### src/rtl/mmseq_pkg.sv
// Shared types and constants for the matrix-multiply sequencer.
package mmseq_pkg;

  localparam int WIDTH_W = 4;
  localparam int CNT_W   = 5;
  localparam logic [CNT_W-1:0] ZERO_WIDTH_N = 5'd16;

  typedef enum logic [1:0] {
    IDLE  = 2'd0,
    RUN   = 2'd1,
    DRAIN = 2'd2
  } state_t;

  // A programmed width of 0 encodes the full 16-element row/column.
  function automatic logic [CNT_W-1:0] width_to_n(input logic [WIDTH_W-1:0] w);
    return (w == '0) ? ZERO_WIDTH_N : {1'b0, w};
  endfunction

endpackage

### src/rtl/mmseq_cnt.sv
// Loadable 5-bit down counter; zero_nxt flags the decrement that reaches zero.
// Latency: load/decrement visible the cycle after; no backpressure (en gates it).
module mmseq_cnt
  import mmseq_pkg::*;
(
  input  logic             clk,
  input  logic             resetl,
  input  logic             load,
  input  logic [CNT_W-1:0] load_val,
  input  logic             en,
  output logic             zero_nxt
);

  logic [CNT_W-1:0] cnt_q, cnt_d;

  always_comb begin
    cnt_d = cnt_q;
    if (load)
      cnt_d = load_val;
    else if (en && cnt_q != '0)
      cnt_d = cnt_q - 1'b1;
  end

  assign zero_nxt = en & ~load & (cnt_q == 5'd1);

  always_ff @(posedge clk or negedge resetl) begin
    if (!resetl) cnt_q <= '0;
    else         cnt_q <= cnt_d;
  end

endmodule

### src/rtl/mmseq.sv
// Matrix-multiply element sequencer; stall honoured only with MMSEQ_STALL_EN.
// Latency: RUN starts the cycle after go, N issue cycles, 2-cycle DRAIN ending in done.
// Backpressure: stall freezes RUN; address writes while busy are dropped and flag wr_err.
module mmseq
  import mmseq_pkg::*;
(
  input  logic               clk,
  input  logic               resetl,
  input  logic               mtxc_wr,
  input  logic               mtxa_wr,
  input  logic [4:0]         gpu_din,
  input  logic               mmult_go,
  input  logic               stall,
  output logic [WIDTH_W-1:0] mwidth,
  output logic               maddw,
  output logic               cntld,
  output logic               cnten,
  output logic               mac_en,
  output logic               mac_first,
  output logic               busy,
  output logic               done,
  output logic               wr_err
);

  state_t               state_q, state_d;
  logic                 dly_q, dly_d;
  logic                 first_q, first_d;
  logic [WIDTH_W-1:0]   mwidth_q, mwidth_d;
  logic                 maddw_q, maddw_d;
  logic                 wr_err_q, wr_err_d;
  logic                 adv;
  logic                 cnt_load;
  logic                 cnt_en;
  logic                 zero_nxt;

`ifdef MMSEQ_STALL_EN
  assign adv = ~stall;
`else
  logic unused_stall;
  assign unused_stall = stall;
  assign adv = 1'b1;
`endif

  assign cnt_load = (state_q == IDLE) & mmult_go;
  assign cnt_en   = (state_q == RUN) & adv;

  mmseq_cnt u_cnt (
    .clk      (clk),
    .resetl   (resetl),
    .load     (cnt_load),
    .load_val (width_to_n(mwidth_q)),
    .en       (cnt_en),
    .zero_nxt (zero_nxt)
  );

  always_ff @(posedge clk or negedge resetl) begin
    if (!resetl) begin
      state_q  <= IDLE;
      dly_q    <= 1'b0;
      first_q  <= 1'b0;
      mwidth_q <= '0;
      maddw_q  <= 1'b0;
      wr_err_q <= 1'b0;
    end else begin
      state_q  <= state_d;
      dly_q    <= dly_d;
      first_q  <= first_d;
      mwidth_q <= mwidth_d;
      maddw_q  <= maddw_d;
      wr_err_q <= wr_err_d;
    end
  end

  // DRAIN spans two cycles: one for the last RAM read to land, one for done.
  always_comb begin
    state_d  = state_q;
    dly_d    = 1'b0;
    first_d  = first_q;
    mwidth_d = mtxc_wr ? gpu_din[3:0] : mwidth_q;
    maddw_d  = mtxc_wr ? gpu_din[4]   : maddw_q;
    wr_err_d = wr_err_q | (mtxa_wr & (state_q != IDLE));
    if (cnt_load)    first_d = 1'b1;
    else if (cnt_en) first_d = 1'b0;
    case (state_q)
      IDLE:    if (mmult_go) state_d = RUN;
      RUN:     if (zero_nxt) state_d = DRAIN;
      DRAIN: begin
        if (dly_q) state_d = IDLE;
        else       dly_d   = 1'b1;
      end
      default: state_d = IDLE;
    endcase
  end

  always_comb begin
    busy      = (state_q != IDLE);
    cnten     = cnt_en;
    mac_en    = cnt_en;
    mac_first = cnt_en & first_q;
    done      = (state_q == DRAIN) & dly_q;
    cntld     = mtxa_wr & ~busy & resetl;
    mwidth    = mwidth_q;
    maddw     = maddw_q;
    wr_err    = wr_err_q;
  end

endmodule

### config.mk
export PLATFORM = sky130hd
export DESIGN_NAME = mmseq
export DESIGN_NICKNAME = d
export VERILOG_FILES = /design/src/rtl/mmseq_pkg.sv /design/src/rtl/mmseq_cnt.sv /design/src/rtl/mmseq.sv
export SDC_FILE = /design/constraint.sdc
export NUM_CORES = 1
export LEC_CHECK = 0
export CORE_MARGIN = 5
export CORE_UTILIZATION = 47
export CTS_CLUSTER_SIZE = 8
export DETAILED_ROUTE_END_ITERATION = 16
export GPL_TIMING_DRIVEN = 0
export PLACE_DENSITY = 0.83
export SYNTH_ARGS = -nofsm -noshare
export SYNTH_HDL_FRONTEND = slang
export SYNTH_SLANG_ARGS = --single-unit
### constraint.sdc
create_clock -name clk -period 3.4 [get_ports clk]
set_clock_uncertainty 0.05 [all_clocks]
set_input_delay 0.68 -clock clk [delete_from_list [all_inputs] [get_ports clk]]
set_output_delay 0.68 -clock clk [all_outputs]
set_load 0.03 [all_outputs]
==> results.tsv, run 1 <==
metric	value	unit
run status	completed	
drt first pass iters	4	
final hold vios	0	
Synth Area in Compound Gates	11.1	%
synthesized area per cell	10.8	um^2
pwr dens	792	nW/um^2
Final Cell Area	981	um^2
final setup margin	0.557	ns
critical path class	input port to output pin	
Max FO, Critical Path	16	
Num CTS Buffers	3	
Worst Path Arrival	2.11	ns
Final setup viols	0	
Slew Limit Fails	0	
GRT Overall Usage	13.6	%
normalized max-slew margin	52.6	%
slew at the pin closest to its max-slew limit	0.710	ns
port bufs	21	
Post-DP Area	952	um^2
cell count after synthesis	67	
DRT iter0 DRCs	8	
Die Ht	49.2	um
placeable core region	1490	um^2
final antenna-violating net count	0	
P&R area growth vs syn	35.9	%
post-synth cell types	32	
row cnt	14	
setup tns final	0	ns
DR vias	589	
largest family of logic cells by synthesized area	simple AND/OR/NAND/NOR gates	
Placer Congestion	0.689	
pin count of the biggest net entering global routing	17	
Sink Count	15	
setup repair after global routing missed its margin	no	
peak supply drop	0.000350	V
PnR Total Power	777	uW
DP Worst Slack	0.129	ns
Ys Warns	0	
CP endpoint kind	output pin	
Routed WL per cell	13.8	um
syn_nets	80	
leakage	0.428	nW
CTS tree	built	
CTS Hold Bufs	0	
post-synthesis adder-cell area fraction	3.47	%
Starting Density	48.5	%
Multi-input gate area	320	um^2
sequential-to-total area share from yosys stat	52.0	%
clk root buf	clkbuf_4	
Top Ports	23	
Via density	5.45	
worst min-delay path class	input port to asynchronous set/reset pin	
number of global-route vias before repair	598	
Die X	49.2	um
#FFs+latches synth	15	
Final Cycle Share	83.6	%
initial antenna violation count	0	
post-synthesis mux area share	7.80	%
Fin Hold WS	0.382	ns
clock buffer depth	2	
register area	375	um^2
Fillers	127	
most common cell after layout, fill and taps aside	clkdlybuf4s50_1	
area of the mapped netlist	722	um^2
drt total wl	1490	um
# diodes	0	
HPWL after DPL	1160	um
Final #Nets	106	
Clock Pin Slew Worst Setup and Hold Paths	0.09	ns
Post-Synth XOR/XNOR Area	0	%
layout cells sized above 1	13.0	%
most frequent cells in the layout	clkdlybuf4s50_1 (20), dfrtp_1 (15), nand2_1 (6)	
H-Tree Depth	1	
simple-gate portion of the synthesized area	22.0	%
max-cap viol count	0	
Startpoint Class	input port	
total grt overflow	0	
min cycle time layout	2.84	ns
Remaining DRCs	0	
global-route wire length before repair	2630	um
Skew-Pair Late Insertion Delay	0.27	ns
fmax	352	MHz
critical path data required time	2.67	ns
die footprint	2420	um^2
-- per-layer routing --
layer  share of wire (%)  track usage, %  vias to the layer above
li1                    -               -                      296
met1                  47            17.3                      276
met2                  48            22.7                       15
met3                 5.0            2.14                        2
met4                0.81            5.38                        0
met5                   0               0                        -
-- flip-flops by register name, summed over array words and instances, names as in the netlist --
name and flops:
first_q 1, maddw 1, state_q 2, u_cnt.cnt_q 5, dly_q 1, mwidth 4
wr_err 1
-- cell usage after synthesis, drive strengths merged --
| master | instances | share of area [%] |
|---|---|---|
| nor4 | 2 | 1.7 |
| or2 | 1 | 0.87 |
| clkinv | 1 | 0.52 |
| a21o | 2 | 2.1 |
| nand4 | 1 | 0.87 |
| o311ai | 1 | 1.2 |
| a31o | 1 | 1.2 |
| nor4b | 1 | 1.2 |
| o21ai | 4 | 2.8 |
| nor3 | 1 | 0.69 |
| a31oi | 1 | 0.87 |
| inv | 3 | 1.6 |
| a211oi | 1 | 1.0 |
| and2 | 1 | 0.87 |
| or4b | 1 | 1.9 |
| nand2b | 1 | 0.87 |
| and3b | 1 | 1.2 |
| ha | 2 | 3.5 |
| a21oi | 1 | 0.69 |
| nand2 | 6 | 3.1 |
| and3 | 1 | 0.87 |
| or3b | 1 | 1.2 |
| nor3b | 2 | 2.1 |
| or4 | 1 | 1.0 |
| nand3 | 2 | 1.4 |
| nor2 | 4 | 2.1 |
| dfrtp | 15 | 52 |
| buf | 1 | 1.0 |
| clkbuf | 1 | 0.52 |
| mux2 | 5 | 7.8 |
| o41ai | 1 | 1.2 |
-- final timing paths --
kind	from	slack (ns)	cells past startpoint	end
max	resetl	0.56	4	cntld
min	resetl	0.38	1	mwidth[1]$_DFFE_PN0P_
max reg2reg	u_cnt.cnt_q[0]$_DFFE_PN0P_	1.75	5	u_cnt.cnt_q[0]$_DFFE_PN0P_
min reg2reg	dly_q$_DFF_PN0_	0.40	1	dly_q$_DFF_PN0_
max in group asynchronous	resetl	2.47	1	wr_err$_DFF_PN0_
min in group clk	dly_q$_DFF_PN0_	0.40	1	dly_q$_DFF_PN0_
-- power breakdown --
group          leakage, nW  switching [mW]  internal (mW)
logic                0.233           0.209          0.173
registers            0.179          0.0621          0.232
clock network       0.0150          0.0548         0.0454
total                0.428           0.326          0.450
-- stage by stage --
stage | instances | utilization, %
after floorplan | 67 | -
after global placement | 104 | 63.9
after detailed placement | 104 | 63.9
after CTS | 108 | 65.7
after global routing | 108 | 65.9
final | 108 | 65.9
-- cells by family (layout without fill, tap and decap cells) --
kind of cell               after synthesis  after routing
buffers and inverters                    6             31
DFF                                     15             15
AOI/OAI and AO/OA                       12             12
muxes                                    5              5
and+or+nand+nor                         27             27
adders and majority gates                2              2
-- layout make-up --
class,count,share of cell area (%)
Multi-Input combinational cell,46,32.7
Clock buffer,4,2.68
Sequential cell,15,38.3
Timing Repair Buffer,21,21.7
Tap cell,16,2.04
Buffer,2,1.15
Inverter,4,1.53
-- critical path: stages --
cell	delay [ns]
dlymetal6s2s_1	0.54
nand2_1	0.11
nor2_1	0.10
clkdlybuf4s50_1	0.67
-- timing repair --
action,4_1_cts,5_1_grt
setup buffers,0,0
setup endpoints to repair,0,1
resized for setup,0,1
(Power assumes the default switching activity.)
==> inputs of run 2 (changes only) <==
CORE_UTILIZATION = 39   (was 47)
PLACE_DENSITY = 0.74   (was 0.83)
clock period = 2.4 ns   (was 3.4 ns; I/O delays follow)
==> run 2 against run 1 <==
Net effect:
- combinational power grew 40%
- critical path depth shrank 1
- first-iteration DRC count grew 100%
- cell area grew 1.3%
- non-clock buffer count is the same
- worst hold slack lost 0.24 ns
- die area grew 16%
- total power grew 41%
- register-to-register slack lost 1.0 ns
- sequential cell count is the same
- sequential power grew 41%
- core utilization shrank 9.0 points
==> results.tsv, run 2 (synthesis results as in run 1) <==
metric	value	unit
Placer Congestion	0.734	
Remaining DRCs	0	
# diodes	0	
Num CTS Buffers	3	
Die Ht	53.0	um
Top Ports	23	
die footprint	2810	um^2
Worst Path Arrival	1.77	ns
P&R area growth vs syn	37.6	%
DR vias	624	
cell family with most CP delay	buffers and inverters	
critical path data required time	1.87	ns
PnR Total Power	1.10	mW
setup repair after global routing missed its margin	no	
placed cell count	113	
Largest Register	u_cnt.cnt_q	
total grt overflow	0	
drt first pass iters	4	
placeable core region	1750	um^2
Max FO, Critical Path	10	
max incr delay on CP	0.69	ns
CP endpoint kind	output pin	
H-Tree Depth	1	
Final Cycle Share	96.0	%
critical path cell sequence	nand2b_2 > clkinv_2 > clkdlybuf4s50_1	
drt total wl	1540	um
pwr dens	1100	nW/um^2
slowest CP cell	clkdlybuf4s50_1	
CTS Hold Bufs	0	
number of flip-flops under the largest register name	5	
Routed WL per cell	13.1	um
CTS tree	built	
normalized max-slew margin	51.3	%
Die X	53.0	um
worst min-delay path class	input port to asynchronous set/reset pin	
final hold vios	0	
max-cap viol count	0	
final antenna-violating net count	0	
Final setup viols	0	
Clock Pin Slew Worst Setup and Hold Paths	0.09	ns
run status	completed	
CP Buf/Inv Count	2	
Via density	5.33	
most frequent cells in the layout	clkdlybuf4s50_1 (17), dfrtp_1 (15), nand2_1 (6)	
Starting Density	41.4	%
clk root buf	clkbuf_4	
Sink Count	15	
Finished Layout Cells	117	
port bufs	21	
Startpoint Class	flop	
Fillers	172	
final setup margin	0.0953	ns
fmax	434	MHz
HPWL after DPL	1140	um
slew at the pin closest to its max-slew limit	0.728	ns
leakage	0.443	nW
DP Worst Slack	-0.461	ns
setup tns final	0	ns
Skew-Pair Late Insertion Delay	0.28	ns
clock buffer depth	2	
Fin Hold WS	0.140	ns
row cnt	15	
number of global-route vias before repair	604	
initial antenna violation count	0	
min cycle time layout	2.30	ns
pin count of the biggest net entering global routing	17	
Final #Nets	106	
GRT Overall Usage	12.7	%
peak supply drop	0.000594	V
DRT iter0 DRCs	16	
critical path class	flop to output pin	
layout cells sized above 1	16.3	%
most common cell after layout, fill and taps aside	clkdlybuf4s50_1	
global-route wire length before repair	2570	um
Slew Limit Fails	0	
run 2: final cells by class:
cell class              count  area [um^2]  area share (%)
well taps                  25         31.3            3.15
multi-input cells          46          323            32.5
inverters                   4         16.3            1.64
clock buffers               4         26.3            2.64
plain buffers               2         11.3            1.13
repair buffers             21          210            21.2
flip-flops and latches     15          375            37.8
run 2: metal layers:
layer  global-route usage (%)  share of wire [%]  up-vias
met3                     3.10                7.4        5
met1                     14.2                 44      294
li1                         -                  -      296
met2                     21.5                 46       29
met5                        0                  0        -
met4                     7.66                2.5        0
run 2: worst paths after layout:
kind,startpoint,end,slack (ns),cells after the start
hold / removal,resetl,first_q$_DFFE_PN0P_,0.14,1
hold reg to reg,dly_q$_DFF_PN0_,dly_q$_DFF_PN0_,0.39,1
setup / recovery,state_q[1]$_DFFE_PN0P_,cnten,0.1,3
setup reg to reg,u_cnt.cnt_q[0]$_DFFE_PN0P_,u_cnt.cnt_q[0]$_DFFE_PN0P_,0.73,5
max in group asynchronous,resetl,maddw$_DFFE_PN0P_,1.89,1
min in group clk,dly_q$_DFF_PN0_,dly_q$_DFF_PN0_,0.39,1
run 2: repair_timing:
action,CTS,global route
resized for setup,7,2
setup buffers,0,0
endpoints found under the setup margin,4,1
endpoints found under the hold margin,0,0
run 2: report_power, final:
group	leakage, nW	total (mW)	internal (mW)	switching [mW]
registers	0.179	0.416	0.328	0.0881
clock network	0.0150	0.143	0.0645	0.0782
logic	0.249	0.538	0.237	0.301
run 2: per-stage QoR:
stage	util, %	instance area (um^2)
2_1_floorplan	-	722
3_3_place_gp	55.2	963
3_5_place_dp	55.2	963
4_1_cts	56.8	992
5_1_grt	56.9	993
6_report	56.9	993
run 2: worst register-to-register path: stages (launching register included):
cell and delay, ns:
dfrtp_1 0.44, inv_1 0.08, ha_1 0.15, or4b_4 0.50
a211oi_1 0.25, nor3_1 0.07
